===== src/rtl/conv_mac_accum_pkg.sv =====
// Shared widths, fixed-point constants and state encoding for the convolution MAC stage.
// align_bias turns a Q8.8 bias into the Q16.16 accumulator preload.
package conv_mac_accum_pkg;

  localparam int DATA_BITS     = 16;
  localparam int INTERNAL_BITS = 32;
  localparam int FRAC_BITS     = 8;
  localparam logic [INTERNAL_BITS-1:0] ROUND_CONST = 32'h0000_0080;

  typedef enum logic [1:0] {
    S_IDLE  = 2'd0,
    S_ACC   = 2'd1,
    S_DRAIN = 2'd2,
    S_OUT   = 2'd3
  } state_t;

  // Sign-extend then shift; the optional 0x80 makes a later [23:8] slice round half-up.
  function automatic logic [INTERNAL_BITS-1:0] align_bias(
    input logic [DATA_BITS-1:0] b,
    input logic                 round_en
  );
    logic [INTERNAL_BITS-1:0] ext;
    ext = {{(INTERNAL_BITS-DATA_BITS){b[DATA_BITS-1]}}, b};
    return (ext << FRAC_BITS) + (round_en ? ROUND_CONST : '0);
  endfunction

endpackage


===== src/rtl/conv_mac_accum_mul.sv =====
// Registered signed multiplier: one cycle from operands to full-width product,
// with the operand valid carried alongside.
module conv_mul
  import conv_mac_accum_pkg::*;
(
  input  logic                          clk,
  input  logic                          rst_n,
  input  logic                          in_valid,
  input  logic signed [DATA_BITS-1:0]   a,
  input  logic signed [DATA_BITS-1:0]   b,
  output logic signed [2*DATA_BITS-1:0] prod,
  output logic                          prod_valid
);

  always_ff @(posedge clk or negedge rst_n) begin
    if (!rst_n) begin
      prod       <= '0;
      prod_valid <= 1'b0;
    end else begin
      prod_valid <= in_valid;
      if (in_valid) prod <= a * b;
    end
  end

endmodule


===== src/rtl/conv_mac_accum.sv =====
// One convolution output: TAPS Q8.8 products summed in Q16.16 on top of an aligned bias,
// optional ReLU, presented on a held valid/ready output.
module conv_mac_accum
  import conv_mac_accum_pkg::*;
#(
  parameter int TAPS     = 9,
  parameter bit ROUND_EN = 1'b1,
  parameter bit RELU_EN  = 1'b1
) (
  input  logic                     clk,
  input  logic                     rst_n,
  input  logic                     start,
  input  logic [DATA_BITS-1:0]     bias,
  input  logic                     in_valid,
  output logic                     in_ready,
  input  logic [DATA_BITS-1:0]     in_data,
  input  logic [DATA_BITS-1:0]     in_weight,
  output logic                     out_valid,
  input  logic                     out_ready,
  output logic [INTERNAL_BITS-1:0] out_data,
  output logic                     busy,
  output state_t                   state_dbg
);

  // Handshakes: a transfer happens on a rising edge where valid and ready are both high;
  // valid never depends on ready, and out_valid/out_data hold until the transfer.

  state_t                   state, state_next;
  logic [7:0]               cnt;
  logic [INTERNAL_BITS-1:0] acc;
  logic signed [2*DATA_BITS-1:0] prod;
  logic                     pv;
  logic                     fire;
  logic                     last_fire;

  assign in_ready  = (state == S_ACC);
  assign fire      = in_valid && in_ready;
  assign last_fire = fire && (cnt == 8'(TAPS - 1));
  assign busy      = (state != S_IDLE);
  assign state_dbg = state;

  conv_mul u_mul (
    .clk        (clk),
    .rst_n      (rst_n),
    .in_valid   (fire),
    .a          (in_data),
    .b          (in_weight),
    .prod       (prod),
    .prod_valid (pv)
  );

  always_comb begin
    state_next = state;
    case (state)
      S_IDLE:  if (start) state_next = S_ACC;
      S_ACC:   if (last_fire) state_next = S_DRAIN;
      S_DRAIN: state_next = S_OUT;
      S_OUT:   if (out_valid && out_ready) state_next = S_IDLE;
      default: state_next = S_IDLE;
    endcase
  end

  always_ff @(posedge clk or negedge rst_n) begin
    if (!rst_n) state <= S_IDLE;
    else        state <= state_next;
  end

  always_ff @(posedge clk or negedge rst_n) begin
    if (!rst_n) begin
      cnt <= '0;
      acc <= '0;
    end else begin
      if (state == S_IDLE && start) begin
        acc <= align_bias(bias, ROUND_EN);
        cnt <= '0;
      end else begin
        if (pv)   acc <= acc + INTERNAL_BITS'(prod);
        if (fire) cnt <= cnt + 8'd1;
      end
    end
  end

  // The first OUT cycle registers the finished sum, so the result port is a clean flop.
  always_ff @(posedge clk or negedge rst_n) begin
    if (!rst_n) begin
      out_valid <= 1'b0;
      out_data  <= '0;
    end else if (state == S_OUT) begin
      if (!out_valid) begin
        out_valid <= 1'b1;
        out_data  <= (RELU_EN && acc[INTERNAL_BITS-1]) ? '0 : acc;
      end else if (out_ready) begin
        out_valid <= 1'b0;
      end
    end
  end

endmodule

===== config.mk =====
export PLATFORM = sky130hd
export DESIGN_NAME = conv_mac_accum
export DESIGN_NICKNAME = d
export VERILOG_FILES = /design/src/rtl/conv_mac_accum_pkg.sv /design/src/rtl/conv_mac_accum_mul.sv /design/src/rtl/conv_mac_accum.sv
export SDC_FILE = /design/constraint.sdc
export NUM_CORES = 1
export LEC_CHECK = 0
export CORE_ASPECT_RATIO = 1.4
export CORE_UTILIZATION = 40
export CTS_CLUSTER_DIAMETER = 60
export CTS_CLUSTER_SIZE = 30
export DETAILED_ROUTE_END_ITERATION = 16
export PLACE_DENSITY = 0.61
export SLEW_MARGIN = 20
export SYNTH_ARGS = -nofsm -noshare
export SYNTH_HDL_FRONTEND = slang
export SYNTH_SLANG_ARGS = --single-unit

===== constraint.sdc =====
create_clock -name clk -period 5.9 [get_ports clk]
set_input_delay 1.77 -clock clk [delete_from_list [all_inputs] [get_ports clk]]
set_output_delay 1.77 -clock clk [all_outputs]
set_load 0.01 [all_outputs]

==> report_table.html, run 1 <==
<table>
<tr><th>Metric</th><th>Value</th></tr>
<tr><th colspan="2">Worst setup path</th></tr>
<tr><td>Required @ worst endpoint</td><td>roughly 6200 ps</td></tr>
<tr><td>Number of buffer and inverter stages on the critical path</td><td>6</td></tr>
<tr><td>Slack of the worst reg-to-reg path</td><td>3060 ps</td></tr>
<tr><td>Cell with the largest stage delay on the worst path</td><td>sky130_fd_sc_hd__fa_1</td></tr>
<tr><td>Startpoint class of the critical path</td><td>input port</td></tr>
<tr><td>First element of the critical path</td><td>in_data[9]</td></tr>
<tr><td>Type of element capturing the critical path</td><td>flop</td></tr>
<tr><td>Top delay family on crit path</td><td>adder cells</td></tr>
<tr><td>Start-to-end type of the worst setup path</td><td>in2reg</td></tr>
<tr><td>Critical path fanouts, max</td><td>4</td></tr>
<tr><td>Worst Reg-to-Reg Cells</td><td>11</td></tr>
<tr><td>Capturing instance or port of the critical path</td><td>u_mul.prod[28]</td></tr>
<tr><td>Cell repeated most along the worst path</td><td>sky130_fd_sc_hd__fa_1</td></tr>
<tr><td>Crit path cell chain</td><td>buf_12, buf_16, buf_6, buf_6, and2_4, fa_1, fa_1, fa_1, fa_1, fa_1, inv_1, fa_1, inv_2, ha_4, or3_1, a221o_1, a31oi_2, a21boi_4, o21ai_1, a311oi_1</td></tr>
<tr><td>Depth of the critical timing path with buffers and inverters included</td><td>20</td></tr>
<tr><td>Maximum single-stage delay on the critical path</td><td>560 ps</td></tr>
<tr><td>R2R Path End</td><td>acc[28]</td></tr>
<tr><td>RR Startpoint</td><td>acc[0]</td></tr>
<tr><td>Critical Path AT</td><td>7050 ps</td></tr>
<tr><th colspan="2">Synth</th></tr>
<tr><td>Simple-gate share of the synthesized area</td><td>0.167</td></tr>
<tr><td>Fraction of synthesized cell area taken by the top area cell type</td><td>0.327</td></tr>
<tr><td>Cell type with the largest total area after synthesis</td><td>sky130_fd_sc_hd__fa_1</td></tr>
<tr><td>Synth Cell Area</td><td>~16000 um^2</td></tr>
<tr><td>Distinct cell type count of the synthesized netlist</td><td>73</td></tr>
<tr><td>Count leader, synth</td><td>sky130_fd_sc_hd__inv_1</td></tr>
<tr><td>Dominant register cell in the synthesized netlist</td><td>sky130_fd_sc_hd__dfrtp_1</td></tr>
<tr><td>Synth cell count leaders</td><td>313 x sky130_fd_sc_hd__inv_1, 263 x sky130_fd_sc_hd__fa_1, 237 x sky130_fd_sc_hd__nand2_1, 125 x sky130_fd_sc_hd__and2_1, 120 x sky130_fd_sc_hd__ha_1</td></tr>
<tr><td>Mean area per synthesized cell</td><td>a little over 9 um^2</td></tr>
<tr><td>Gate count after technology mapping</td><td>1773</td></tr>
<tr><td>Post-synthesis sequential area ratio</td><td>0.166</td></tr>
<tr><td>Combinational family with the most area after synthesis</td><td>adder cells</td></tr>
<tr><td>Compound-gate portion of the synthesized area</td><td>0.114</td></tr>
<tr><td>Adder and majority gate portion of the synthesized area</td><td>0.421</td></tr>
<tr><td>Count of warnings emitted by yosys</td><td>0</td></tr>
<tr><td>Fraction of synthesis flops using an asynchronous set or reset pin</td><td>1.00</td></tr>
<tr><td>Xor and xnor area share after synthesis</td><td>0.0310</td></tr>
<tr><td>EDFF count, synth</td><td>0</td></tr>
<tr><td>Synthesized netlist net count</td><td>2209</td></tr>
<tr><td>Yosys reg bits</td><td>107</td></tr>
<tr><td>Mux cell area share after synthesis</td><td>0.0101</td></tr>
<tr><td>Synth top area cells</td><td>sky130_fd_sc_hd__fa_1 33%, sky130_fd_sc_hd__dfrtp_1 17%, sky130_fd_sc_hd__ha_1 9.3%</td></tr>
<tr><th colspan="2">Clocking</th></tr>
<tr><td>Insertion delay of the later-clocked pin in the worst-skew pair</td><td>360 ps</td></tr>
<tr><td>H-tree levels</td><td>3</td></tr>
<tr><td>Longest Clk Path Bufs</td><td>2</td></tr>
<tr><td>Root cell of the clock tree</td><td>sky130_fd_sc_hd__clkbuf_16</td></tr>
<tr><td>TritonCTS clock tree</td><td>yes</td></tr>
<tr><td>Clock transition at path regs</td><td>approximately 70 ps</td></tr>
<tr><td>Hold buffer count at CTS</td><td>0</td></tr>
<tr><td>Number of clock buffers inserted by TritonCTS</td><td>9</td></tr>
<tr><td>Num Clock Sinks</td><td>~110</td></tr>
<tr><th colspan="2">Die</th></tr>
<tr><td>Io pins</td><td>90</td></tr>
<tr><td>Starting density of the core</td><td>0.407</td></tr>
<tr><td>Width of the die</td><td>171 um</td></tr>
<tr><td>Area enclosed by the die boundary</td><td>41000 um^2</td></tr>
<tr><td>Die boundary height</td><td>239 um</td></tr>
<tr><td>Placeable Area</td><td>39500 um^2</td></tr>
<tr><td>Placement row count</td><td>86</td></tr>
<tr><th colspan="2">Place</th></tr>
<tr><td>Detailed Place HPWL</td><td>31600 um</td></tr>
<tr><td>Count of port buffers added during placement</td><td>88</td></tr>
<tr><td>Routability-driven placement congestion ratio</td><td>0.882</td></tr>
<tr><th colspan="2">Hold path</th></tr>
<tr><td>Hold path cells</td><td>2</td></tr>
<tr><td>Class of the tightest hold or removal check</td><td>reg2reg</td></tr>
<tr><th colspan="2">Drt</th></tr>
<tr><td>First-pass detailed-route iteration total</td><td>5</td></tr>
<tr><td>Drt via density</td><td>4.96</td></tr>
<tr><td>Aggregate routed wire length</td><td>40800 um</td></tr>
<tr><td>Iteration-0 DRC Markers</td><td>a little under 600</td></tr>
<tr><td>Via total after detailed routing</td><td>12877</td></tr>
<tr><td>Average wire per standard cell</td><td>roughly 16 um</td></tr>
<tr><td>Number of antenna-violating nets in the routed design</td><td>0</td></tr>
<tr><td>Post-detailed-route DRC marker count</td><td>0</td></tr>
<tr><th colspan="2">Status</th></tr>
<tr><td>Failing checks</td><td>setup timing</td></tr>
<tr><td>Outcome</td><td>complete, but fails checks</td></tr>
<tr><th colspan="2">Global route</th></tr>
<tr><td>Maximum number of pins on one net before global-route repair</td><td>71</td></tr>
<tr><td>GRT Overall Usage</td><td>0.210</td></tr>
<tr><td>Antenna violations before repair</td><td>0</td></tr>
<tr><td>Via count of the first global-routing pass</td><td>13808</td></tr>
<tr><td>Global-route wire length before repair</td><td>between 60000 and 70000 um</td></tr>
<tr><td>Congestion Overflow GR</td><td>0</td></tr>
<tr><th colspan="2">Final layout</th></tr>
<tr><td>Number of fill cells</td><td>approximately 3500</td></tr>
<tr><td>Fraction of the core area covered by cells at the end of the flow</td><td>0.533</td></tr>
<tr><td>Antenna diode count</td><td>0</td></tr>
<tr><td>Final net count</td><td>2500</td></tr>
<tr><td>Relative area change from synthesis to final layout</td><td>30.9%</td></tr>
<tr><td>Fraction of final layout cells with drive strength greater than 1</td><td>0.243</td></tr>
<tr><th colspan="2">Timing</th></tr>
<tr><td>Final worst slack</td><td>-886 ps</td></tr>
<tr><td>Final Hold Viols</td><td>0</td></tr>
<tr><td>Slew headroom</td><td>0.312</td></tr>
<tr><td>Setup clock skew after layout</td><td>9.23 ps</td></tr>
<tr><td>Setup repair after global routing missed its margin</td><td>yes</td></tr>
<tr><td>Highest Clock Rate</td><td>147 MHz</td></tr>
<tr><td>Count of final max-slew check failures</td><td>0</td></tr>
<tr><td>TNS Setup</td><td>-14480 ps</td></tr>
<tr><td>Transition time at the pin with the least slew margin</td><td>1030 ps</td></tr>
<tr><td>Final critical path time including I/O delays and setup</td><td>6790 ps</td></tr>
<tr><td>Setup-failing EPs final</td><td>22</td></tr>
<tr><td>Period Utilization, post-route</td><td>1.15</td></tr>
<tr><th colspan="2">Job</th></tr>
<tr><td>Count of max-cap constraint violations</td><td>0</td></tr>
</table>
## logic make-up (layout without fill, tap and decap cells)
| kind of cell | Yosys count | count (layout) |
|---|---|---|
| AOI/OAI and AO/OA | 276 | 276 |
| DFF | 107 | 107 |
| other | 1 | 1 |
| adders and majority gates | 383 | 383 |
| buffers and inverters | 383 | 679 |
| xor gates and xnor gates | 57 | 57 |
| muxes | 16 | 16 |
| and+or+nand+nor | 550 | 550 |
## tightest hold or removal path, delay by kind of cell, from the launching register on
family | cells | cell delay [ps]
flip-flops | 1 | 340
AO/OA/AOI/OAI | 1 | 60
AND/OR/NAND/NOR | 1 | 40
## per-stage QoR
| stage | instance area, um^2 | hold slack, ps | instances | setup slack, ps |
|---|---|---|---|---|
| 6_report | 21100 | 477 | 2597 | -886 |
| 3_3_place_gp | 19200 | 460 | 2494 | -1640 |
| 2_1_floorplan | 16500 | 443 | 1773 | -952 |
| 4_1_cts | 20900 | 486 | 2593 | -901 |
| 3_5_place_dp | 19200 | 469 | 2494 | -1670 |
| 5_1_grt | 21100 | 502 | 2597 | -1080 |
## state kept, by name (all words and copies together), names as in the netlist
register,count
acc,32
u_mul.prod,32
out_data,31
cnt,8
state_dbg,2
out_valid,1
u_mul.prod_valid,1
## worst min-delay path by stage
stage	start	end	slack (ps)
4_1_cts	out_data[0]	out_data[0]	490
3_3_place_gp	out_data[15]	out_data[15]	460
2_1_floorplan	u_mul.prod[0]	u_mul.prod[0]	440
5_1_grt	out_data[26]	out_data[26]	500
6_report	out_data[30]	out_data[30]	480
3_5_place_dp	out_data[0]	out_data[0]	470
## area by class of cell
| cell class | count | area, um^2 | share of cell area |
|---|---|---|---|
| clock inverters | 6 | 71.3 | 0.00339 |
| clock buffers | 10 | 239 | 0.0114 |
| flip-flops and latches | 107 | 2680 | 0.127 |
| multi-input cells | 1283 | 12700 | 0.604 |
| well taps | 528 | 661 | 0.0314 |
| repair buffers | 349 | 3510 | 0.167 |
| inverters | 314 | 1180 | 0.0562 |
## placed cells by master, fill, tap and decap left out, types with 9 or more instances in the layout
master and instances:
sky130_fd_sc_hd__dfrtp_1 107, sky130_fd_sc_hd__ha_4 15, sky130_fd_sc_hd__mux2i_1 14, sky130_fd_sc_hd__o21a_1 13, sky130_fd_sc_hd__inv_2 22, sky130_fd_sc_hd__a21oi_1 53, sky130_fd_sc_hd__o21ai_0 67, sky130_fd_sc_hd__nor2_1 57
sky130_fd_sc_hd__buf_6 44, sky130_fd_sc_hd__clkbuf_16 9, sky130_fd_sc_hd__o21ai_1 21, sky130_fd_sc_hd__inv_1 290, sky130_fd_sc_hd__nand2_1 221, sky130_fd_sc_hd__a21o_1 18, sky130_fd_sc_hd__and2_4 23, sky130_fd_sc_hd__xor2_1 22
sky130_fd_sc_hd__xnor2_1 30, sky130_fd_sc_hd__buf_2 9, sky130_fd_sc_hd__a21oi_2 11, sky130_fd_sc_hd__nand2_2 17, sky130_fd_sc_hd__buf_12 25, sky130_fd_sc_hd__or3_1 9, sky130_fd_sc_hd__fa_2 29, sky130_fd_sc_hd__nand2b_1 37
sky130_fd_sc_hd__nand3_1 12, sky130_fd_sc_hd__o211ai_1 9, sky130_fd_sc_hd__nor3_1 13, sky130_fd_sc_hd__clkdlybuf4s50_1 56, sky130_fd_sc_hd__buf_4 195, sky130_fd_sc_hd__fa_1 234, sky130_fd_sc_hd__ha_1 99, sky130_fd_sc_hd__and2_1 101
## metal layers
metal  vias up  routed length (um)  share of wire  track usage
met4         0                1590          0.039       0.0860
li1       6155                   -              -            -
met2       296               20700           0.51        0.375
met3        86                1380          0.034       0.0215
met5         -                   0              0            0
met1      6340               17200           0.42        0.257
## what timing repair did
| action | 4_1_cts | 5_1_grt |
|---|---|---|
| gates resized for setup | 271 | 54 |
| pin swaps | 102 | 54 |
| cloned | 14 | 0 |
| buffers inserted | 71 | 6 |
| endpoints found under the setup margin | 25 | 23 |
Power of run 1 is left out: the tool's default activity adds up to more than one toggle a clock period on the data nets, which glitch-free logic cannot reach.
==> run 2, diff against run 1 <==
--- a/config.mk
+++ b/config.mk
@@ -10,7 +10,9 @@
 export CTS_CLUSTER_DIAMETER = 60
 export CTS_CLUSTER_SIZE = 30
 export DETAILED_ROUTE_END_ITERATION = 16
+export GPL_TIMING_DRIVEN = 0
 export PLACE_DENSITY = 0.61
+export RECOVER_POWER = 50
 export SLEW_MARGIN = 20
 export SYNTH_ARGS = -nofsm -noshare
 export SYNTH_HDL_FRONTEND = slang
==> report_table.html, run 2 (synthesis results as in run 1) <==
<table>
<tr><th>Metric</th><th>Value</th></tr>
<tr><th colspan="2">Global route</th></tr>
<tr><td>Antenna violations before repair</td><td>0 (unchanged)</td></tr>
<tr><td>Via count of the first global-routing pass</td><td>13214 (was 13808)</td></tr>
<tr><td>Congestion Overflow GR</td><td>0 (unchanged)</td></tr>
<tr><td>GRT Overall Usage</td><td>0.212 (was 0.210)</td></tr>
<tr><td>Global-route wire length before repair</td><td>67500 um (was 68000 um)</td></tr>
<tr><td>Maximum number of pins on one net before global-route repair</td><td>59 (was 71)</td></tr>
<tr><th colspan="2">Timing</th></tr>
<tr><td>Tightest hold margin</td><td>476 ps (was 477 ps)</td></tr>
<tr><td>Highest Clock Rate</td><td>145 MHz (was 147 MHz)</td></tr>
<tr><td>Setup clock skew after layout</td><td>9.72 ps (was 9.23 ps)</td></tr>
<tr><td>Final critical path time including I/O delays and setup</td><td>6910 ps (was 6790 ps)</td></tr>
<tr><td>Period Utilization, post-route</td><td>1.17 (was 1.15)</td></tr>
<tr><td>Setup-failing EPs final</td><td>21 (was 22)</td></tr>
<tr><td>Slew headroom</td><td>-0.749 (was 0.312)</td></tr>
<tr><td>Final Hold Viols</td><td>0 (unchanged)</td></tr>
<tr><td>Setup repair after global routing missed its margin</td><td>yes (unchanged)</td></tr>
<tr><td>Transition time at the pin with the least slew margin</td><td>2620 ps (was 1030 ps)</td></tr>
<tr><td>Final worst slack</td><td>-1010 ps (was -886 ps)</td></tr>
<tr><td>Count of final max-slew check failures</td><td>51 (was 0)</td></tr>
<tr><th colspan="2">Die</th></tr>
<tr><td>Die boundary height</td><td>239 um (unchanged)</td></tr>
<tr><td>Placeable Area</td><td>39500 um^2 (unchanged)</td></tr>
<tr><td>Io pins</td><td>90 (unchanged)</td></tr>
<tr><td>Starting density of the core</td><td>0.407 (unchanged)</td></tr>
<tr><td>Placement row count</td><td>86 (unchanged)</td></tr>
<tr><td>Area enclosed by the die boundary</td><td>41000 um^2 (unchanged)</td></tr>
<tr><td>Width of the die</td><td>171 um (unchanged)</td></tr>
<tr><th colspan="2">Place</th></tr>
<tr><td>Pre-CTS setup slack</td><td>-2210 ps (was -1670 ps)</td></tr>
<tr><td>Routability-driven placement congestion ratio</td><td>0.914 (was 0.882)</td></tr>
<tr><td>Detailed Place HPWL</td><td>34300 um (was 31600 um)</td></tr>
<tr><td>Count of port buffers added during placement</td><td>88 (unchanged)</td></tr>
<tr><td>Placement Cell Area</td><td>18100 um^2 (was 19200 um^2)</td></tr>
<tr><th colspan="2">Worst setup path</th></tr>
<tr><td>Cell with the largest stage delay on the worst path</td><td>sky130_fd_sc_hd__fa_2 (was sky130_fd_sc_hd__fa_1)</td></tr>
<tr><td>Type of element capturing the critical path</td><td>flop (unchanged)</td></tr>
<tr><td>Cell repeated most along the worst path</td><td>sky130_fd_sc_hd__fa_1 (unchanged)</td></tr>
<tr><td>RR Startpoint</td><td>acc[0] (unchanged)</td></tr>
<tr><td>First element of the critical path</td><td>in_data[15] (was in_data[9])</td></tr>
<tr><td>Critical Path AT</td><td>7150 ps (was 7050 ps)</td></tr>
<tr><td>Startpoint class of the critical path</td><td>input port (unchanged)</td></tr>
<tr><td>Number of buffer and inverter stages on the critical path</td><td>7 (was 6)</td></tr>
<tr><td>Top delay family on crit path</td><td>adder cells (unchanged)</td></tr>
<tr><td>Crit path cell chain</td><td>buf_8, clkbuf_16, buf_12, buf_12, nand2_2, fa_1, inv_2, fa_2, buf_6, fa_1, fa_1, fa_1, fa_1, ha_4, or3_1, a221o_1, a31oi_2, buf_4, nand2_2, a21oi_2, nor3_1, nand3b_1 (was buf_12, buf_16, buf_6, buf_6, and2_4, fa_1, fa_1, fa_1, fa_1, fa_1, inv_1, fa_1, inv_2, ha_4, or3_1, a221o_1, a31oi_2, a21boi_4, o21ai_1, a311oi_1)</td></tr>
<tr><td>Required @ worst endpoint</td><td>6140 ps (was 6160 ps)</td></tr>
<tr><td>Critical path fanouts, max</td><td>5 (was 4)</td></tr>
<tr><td>Start-to-end type of the worst setup path</td><td>in2reg (unchanged)</td></tr>
<tr><td>Maximum single-stage delay on the critical path</td><td>710 ps (was 560 ps)</td></tr>
<tr><th colspan="2">Drt</th></tr>
<tr><td>Iteration-0 DRC Markers</td><td>695 (was 595)</td></tr>
<tr><td>Drt via density</td><td>5.01 (was 4.96)</td></tr>
<tr><td>First-pass detailed-route iteration total</td><td>5 (unchanged)</td></tr>
<tr><td>Aggregate routed wire length</td><td>41800 um (was 40800 um)</td></tr>
<tr><td>Average wire per standard cell</td><td>16.7 um (was 15.7 um)</td></tr>
<tr><td>Number of antenna-violating nets in the routed design</td><td>0 (unchanged)</td></tr>
<tr><td>Via total after detailed routing</td><td>12531 (was 12877)</td></tr>
<tr><td>Post-detailed-route DRC marker count</td><td>0 (unchanged)</td></tr>
<tr><th colspan="2">Clocking</th></tr>
<tr><td>Clock transition at path regs</td><td>70 ps (about the same)</td></tr>
<tr><td>TritonCTS clock tree</td><td>yes (unchanged)</td></tr>
<tr><td>Num Clock Sinks</td><td>107 (unchanged)</td></tr>
<tr><td>Insertion delay of the later-clocked pin in the worst-skew pair</td><td>360 ps (about the same)</td></tr>
<tr><td>Root cell of the clock tree</td><td>sky130_fd_sc_hd__clkbuf_16 (unchanged)</td></tr>
<tr><td>Number of clock buffers inserted by TritonCTS</td><td>9 (unchanged)</td></tr>
<tr><td>H-tree levels</td><td>3 (unchanged)</td></tr>
<tr><td>Longest Clk Path Bufs</td><td>2 (unchanged)</td></tr>
<tr><th colspan="2">Final layout</th></tr>
<tr><td>Most frequent standard cell in the layout excluding fill and tap cells</td><td>sky130_fd_sc_hd__inv_1 (unchanged)</td></tr>
<tr><td>Relative area change from synthesis to final layout</td><td>24.4% (was 30.9%)</td></tr>
<tr><td>Highest-count cells in the layout ignoring fill and taps</td><td>290 x sky130_fd_sc_hd__inv_1, 237 x sky130_fd_sc_hd__fa_1, 217 x sky130_fd_sc_hd__nand2_1 (was 290 x sky130_fd_sc_hd__inv_1, 234 x sky130_fd_sc_hd__fa_1, 221 x sky130_fd_sc_hd__nand2_1)</td></tr>
<tr><td>Antenna diode count</td><td>0 (unchanged)</td></tr>
<tr><td>Final net count</td><td>2406 (was 2500)</td></tr>
<tr><td>Fraction of final layout cells with drive strength greater than 1</td><td>0.186 (was 0.243)</td></tr>
<tr><td>Post-route standard cell area excluding fillers</td><td>20000 um^2 (was 21100 um^2)</td></tr>
<tr><td>Largest registers</td><td>acc (32), u_mul.prod (32), out_data (31) (unchanged)</td></tr>
<tr><th colspan="2">Status</th></tr>
<tr><td>Outcome</td><td>complete, but fails checks (unchanged)</td></tr>
<tr><td>Failing checks</td><td>capacitance limit, slew limit, setup timing (was setup timing)</td></tr>
<tr><th colspan="2">Hold path</th></tr>
<tr><td>Class of the tightest hold or removal check</td><td>reg2reg (unchanged)</td></tr>
<tr><td>Worst Hold Launch</td><td>out_data[10] (was out_data[30])</td></tr>
<tr><th colspan="2">Job</th></tr>
<tr><td>Count of max-cap constraint violations</td><td>1 (was 0)</td></tr>
</table>
## run 2: cell types whose count changed in the layout (fill, tap and decap cells not counted), moves of 12 or more
cell | previous run | this run
sky130_fd_sc_hd__buf_12 | 25 | 11
sky130_fd_sc_hd__buf_4 | 195 | 88
sky130_fd_sc_hd__buf_6 | 44 | 20
sky130_fd_sc_hd__buf_8 | 2 | 20
sky130_fd_sc_hd__clkbuf_1 | 0 | 24
sky130_fd_sc_hd__clkbuf_16 | 9 | 21
## run 2: worst paths after layout
path,slack (ps),end,cells after the start
min in group asynchronous,2220,out_valid,1
setup / recovery,-1010,u_mul.prod[30],22
hold / removal,480,out_data[10],2
setup reg to reg,3090,acc[28],11
hold reg to reg,480,out_data[10],2
max in group asynchronous,1200,out_data[7],2
## run 2: area by class of cell
class | count | area (um^2)
Clock inverter | 6 | 47.5
Tap cell | 528 | 661
Clock buffer | 10 | 239
Fill cell | 3726 | 19500
Inverter | 314 | 1180
Buffer | 69 | 758
Multi-Input combinational cell | 1283 | 12700
Timing Repair Buffer | 186 | 1770
Sequential cell | 107 | 2680
## run 2: worst min-delay path: stages, from the launching register on
cell and delay (ps):
sky130_fd_sc_hd__dfrtp_1 340, sky130_fd_sc_hd__nand2_1 40, sky130_fd_sc_hd__o21ai_0 60
## run 2: what timing repair did
action                     in CTS  in global routing
setup endpoints to repair      25                 22
pin swaps                      86                 69
resized for setup             330                 91
hold buffers                    0                  0
buffers inserted               67                 28
cloned                          0                  2
hold endpoints to repair        0                  0
## run 2: through the flow
step	util	instances	setup TNS, ps
finish	0.507	2503	-14610
CTS	0.494	2473	-14560
floorplan	-	1773	-12660
global route	0.507	2503	-17850
global placement	0.458	2389	-146040
detailed placement	0.459	2390	-42570
## run 2: layer usage
layer / track usage / part of all wire / wire length, um
met2: 0.395 / 0.53 / 22200
met1: 0.254 / 0.41 / 17300
met3: 0.0140 / 0.028 / 1170
met5: 0 / 0 / 0
met4: 0.0712 / 0.029 / 1230
Power of run 2 is left out for the same reason.
==> run 3, diff against run 2 <==
--- a/config.mk
+++ b/config.mk
@@ -5,10 +5,11 @@
 export SDC_FILE = /design/constraint.sdc
 export NUM_CORES = 1
 export LEC_CHECK = 0
+export CAP_MARGIN = 40
 export CORE_ASPECT_RATIO = 1.4
 export CORE_UTILIZATION = 40
 export CTS_CLUSTER_DIAMETER = 60
-export CTS_CLUSTER_SIZE = 30
+export CTS_CLUSTER_SIZE = 14
 export DETAILED_ROUTE_END_ITERATION = 16
 export GPL_TIMING_DRIVEN = 0
 export PLACE_DENSITY = 0.61
==> constraint.sdc (replaced) <==
create_clock -name clk -period 5.9 [get_ports clk]
set_input_delay 0.885 -clock clk [delete_from_list [all_inputs] [get_ports clk]]
set_output_delay 0.885 -clock clk [all_outputs]
set_load 0.01 [all_outputs]
==> report_table.html, run 3 (synthesis results as in run 1) <==
<table>
<tr><th>Metric</th><th>Value</th></tr>
<tr><th colspan="2">Worst setup path</th></tr>
<tr><td>Slack of the worst reg-to-reg path</td><td>2960 ps (was 3090 ps)</td></tr>
<tr><td>R2R Path End</td><td>acc[28] (unchanged)</td></tr>
<tr><td>Type of element capturing the critical path</td><td>flop (unchanged)</td></tr>
<tr><td>Worst Reg-to-Reg Cells</td><td>11 (unchanged)</td></tr>
<tr><td>Critical path fanouts, max</td><td>5 (unchanged)</td></tr>
<tr><td>First element of the critical path</td><td>in_weight[5] (was in_data[15])</td></tr>
<tr><td>Crit path cell chain</td><td>buf_12, clkbuf_16, and2_4, fa_1, inv_2, fa_1, fa_1, inv_2, fa_1, fa_1, inv_2, fa_1, inv_2, ha_4, a2111o_1, a21oi_4, o21ai_4, a2111oi_4, o31ai_2, xnor2_1, o21ai_1 (was buf_8, clkbuf_16, buf_12, buf_12, nand2_2, fa_1, inv_2, fa_2, buf_6, fa_1, fa_1, fa_1, fa_1, ha_4, or3_1, a221o_1, a31oi_2, buf_4, nand2_2, a21oi_2, nor3_1, nand3b_1)</td></tr>
<tr><td>Cell with the largest stage delay on the worst path</td><td>sky130_fd_sc_hd__fa_1 (was sky130_fd_sc_hd__fa_2)</td></tr>
<tr><td>Critical Path AT</td><td>6310 ps (was 7150 ps)</td></tr>
<tr><td>Startpoint class of the critical path</td><td>input port (unchanged)</td></tr>
<tr><td>Required @ worst endpoint</td><td>6130 ps (was 6140 ps)</td></tr>
<tr><td>Cell repeated most along the worst path</td><td>sky130_fd_sc_hd__fa_1 (unchanged)</td></tr>
<tr><td>RR Startpoint</td><td>acc[0] (unchanged)</td></tr>
<tr><td>Start-to-end type of the worst setup path</td><td>in2reg (unchanged)</td></tr>
<tr><td>Maximum single-stage delay on the critical path</td><td>570 ps (was 710 ps)</td></tr>
<tr><th colspan="2">Die</th></tr>
<tr><td>Placement row count</td><td>86 (unchanged)</td></tr>
<tr><td>Die boundary height</td><td>239 um (unchanged)</td></tr>
<tr><td>Area enclosed by the die boundary</td><td>41000 um^2 (unchanged)</td></tr>
<tr><td>Starting density of the core</td><td>0.407 (unchanged)</td></tr>
<tr><td>Width of the die</td><td>171 um (unchanged)</td></tr>
<tr><td>Placeable Area</td><td>39500 um^2 (unchanged)</td></tr>
<tr><td>Io pins</td><td>90 (unchanged)</td></tr>
<tr><th colspan="2">Global route</th></tr>
<tr><td>Congestion Overflow GR</td><td>0 (unchanged)</td></tr>
<tr><td>Via count of the first global-routing pass</td><td>13187 (was 13214)</td></tr>
<tr><td>Global-route wire length before repair</td><td>69600 um (was 67500 um)</td></tr>
<tr><td>GRT Overall Usage</td><td>0.222 (was 0.212)</td></tr>
<tr><td>Maximum number of pins on one net before global-route repair</td><td>62 (was 59)</td></tr>
<tr><td>Antenna violations before repair</td><td>1 (was 0)</td></tr>
<tr><th colspan="2">Clocking</th></tr>
<tr><td>Longest Clk Path Bufs</td><td>2 (unchanged)</td></tr>
<tr><td>Number of clock buffers inserted by TritonCTS</td><td>9 (unchanged)</td></tr>
<tr><td>Clock transition at path regs</td><td>70 ps (about the same)</td></tr>
<tr><td>TritonCTS clock tree</td><td>yes (unchanged)</td></tr>
<tr><td>Insertion delay of the later-clocked pin in the worst-skew pair</td><td>360 ps (about the same)</td></tr>
<tr><td>Hold buffer count at CTS</td><td>0 (unchanged)</td></tr>
<tr><td>Root cell of the clock tree</td><td>sky130_fd_sc_hd__clkbuf_16 (unchanged)</td></tr>
<tr><td>H-tree levels</td><td>3 (unchanged)</td></tr>
<tr><td>Num Clock Sinks</td><td>107 (unchanged)</td></tr>
<tr><th colspan="2">Drt</th></tr>
<tr><td>Number of antenna-violating nets in the routed design</td><td>0 (unchanged)</td></tr>
<tr><td>First-pass detailed-route iteration total</td><td>5 (unchanged)</td></tr>
<tr><td>Via total after detailed routing</td><td>12730 (was 12531)</td></tr>
<tr><td>Iteration-0 DRC Markers</td><td>664 (was 695)</td></tr>
<tr><td>Average wire per standard cell</td><td>17.7 um (was 16.7 um)</td></tr>
<tr><td>Aggregate routed wire length</td><td>44300 um (was 41800 um)</td></tr>
<tr><td>Post-detailed-route DRC marker count</td><td>0 (unchanged)</td></tr>
<tr><td>Drt via density</td><td>5.09 (was 5.01)</td></tr>
<tr><th colspan="2">Status</th></tr>
<tr><td>Failing checks</td><td>capacitance limit, slew limit, setup timing (unchanged)</td></tr>
<tr><td>Outcome</td><td>complete, but fails checks (unchanged)</td></tr>
<tr><th colspan="2">Timing</th></tr>
<tr><td>Period Utilization, post-route</td><td>1.03 (was 1.17)</td></tr>
<tr><td>Count of final max-slew check failures</td><td>110 (was 51)</td></tr>
<tr><td>Setup clock skew after layout</td><td>3.80 ps (was 9.72 ps)</td></tr>
<tr><td>Setup-failing EPs final</td><td>7 (was 21)</td></tr>
<tr><td>Final worst slack</td><td>-178 ps (was -1010 ps)</td></tr>
<tr><td>Final critical path time including I/O delays and setup</td><td>6080 ps (was 6910 ps)</td></tr>
<tr><td>Highest Clock Rate</td><td>165 MHz (was 145 MHz)</td></tr>
<tr><td>Transition time at the pin with the least slew margin</td><td>2640 ps (was 2620 ps)</td></tr>
<tr><td>Final Hold Viols</td><td>0 (unchanged)</td></tr>
<tr><td>Setup repair after global routing missed its margin</td><td>yes (unchanged)</td></tr>
<tr><td>Tightest hold margin</td><td>476 ps (about the same)</td></tr>
<tr><td>Slew headroom</td><td>-0.759 (was -0.749)</td></tr>
<tr><th colspan="2">Final layout</th></tr>
<tr><td>Sequential standard cell area</td><td>2680 um^2 (unchanged)</td></tr>
<tr><td>Area of the multi-input gates</td><td>12500 um^2 (was 12700 um^2)</td></tr>
<tr><td>Relative area change from synthesis to final layout</td><td>24.1% (was 24.4%)</td></tr>
<tr><td>Most frequent standard cell in the layout excluding fill and tap cells</td><td>sky130_fd_sc_hd__inv_1 (unchanged)</td></tr>
<tr><td>Number of fill cells</td><td>3681 (was 3726)</td></tr>
<tr><td>Final net count</td><td>2403 (was 2406)</td></tr>
<tr><td>Fraction of final layout cells with drive strength greater than 1</td><td>0.167 (was 0.186)</td></tr>
<tr><td>Highest-count cells in the layout ignoring fill and taps</td><td>290 x sky130_fd_sc_hd__inv_1, 239 x sky130_fd_sc_hd__fa_1, 226 x sky130_fd_sc_hd__nand2_1 (was 290 x sky130_fd_sc_hd__inv_1, 237 x sky130_fd_sc_hd__fa_1, 217 x sky130_fd_sc_hd__nand2_1)</td></tr>
<tr><td>Largest registers</td><td>acc (32), u_mul.prod (32), out_data (31) (unchanged)</td></tr>
<tr><td>Antenna diode count</td><td>0 (unchanged)</td></tr>
<tr><th colspan="2">Place</th></tr>
<tr><td>Routability-driven placement congestion ratio</td><td>0.918 (was 0.914)</td></tr>
<tr><td>Count of port buffers added during placement</td><td>88 (unchanged)</td></tr>
<tr><td>Detailed Place HPWL</td><td>35200 um (was 34300 um)</td></tr>
<tr><th colspan="2">Hold path</th></tr>
<tr><td>Worst Hold Launch</td><td>out_data[29] (was out_data[10])</td></tr>
<tr><td>Hold path cells</td><td>2 (unchanged)</td></tr>
<tr><td>Worst hold endpoint</td><td>out_data[29] (was out_data[10])</td></tr>
<tr><td>Class of the tightest hold or removal check</td><td>reg2reg (unchanged)</td></tr>
<tr><th colspan="2">Job</th></tr>
<tr><td>Count of max-cap constraint violations</td><td>2 (was 1)</td></tr>
</table>
-- run 3: worst max-delay path, delay by kind of cell --
kind                       cells  cell delay (ps)
xor gates and xnor gates       1              210
buffers and inverters          6              440
adders and majority gates      7             3260
AOI/OAI and AO/OA              6             1380
and+or+nand+nor                1              130
-- run 3: cell type report --
class / count / share of cell area
plain buffers: 69 / 0.0402
flip-flops and latches: 107 / 0.134
well taps: 528 / 0.0331
clock inverters: 6 / 0.00445
multi-input cells: 1283 / 0.627
repair buffers: 183 / 0.0907
clock buffers: 10 / 0.0115
inverters: 314 / 0.0593
-- run 3: worst max-delay path by stage --
stage	slack (ps)	end
finish	-180	u_mul.prod[31]
global route	-320	u_mul.prod[31]
CTS	-50	u_mul.prod[29]
detailed placement	-1520	u_mul.prod[31]
global placement	-1440	u_mul.prod[29]
floorplan	-60	u_mul.prod[28]
-- run 3: metrics by stage --
stage          area [um^2]  utilization  setup slack [ps]  TNS [ps]  cells
2_1_floorplan        16200            -             -57.4     -57.4   1773
3_3_place_gp         17800        0.450             -1440    -32300   2389
3_5_place_dp         17800        0.451             -1520    -25410   2390
4_1_cts              19200        0.487             -46.2      -122   2461
5_1_grt              20000        0.505              -320     -2130   2500
6_report             20000        0.505              -178      -588   2500
-- run 3: routing by layer --
layer	GRT usage	vias up	wire length, um
li1	-	5971	-
met1	0.263	6286	17500
met2	0.402	353	22900
met3	0.0195	118	1850
met4	0.0979	2	2050
met5	0	-	15
-- run 3: what timing repair did --
item	CTS	global route
endpoints found under the setup margin	22	15
pin swaps	55	85
gates cloned	5	1
resized for setup	322	125
buffers inserted	50	38
Power of run 3 is left out for the same reason.
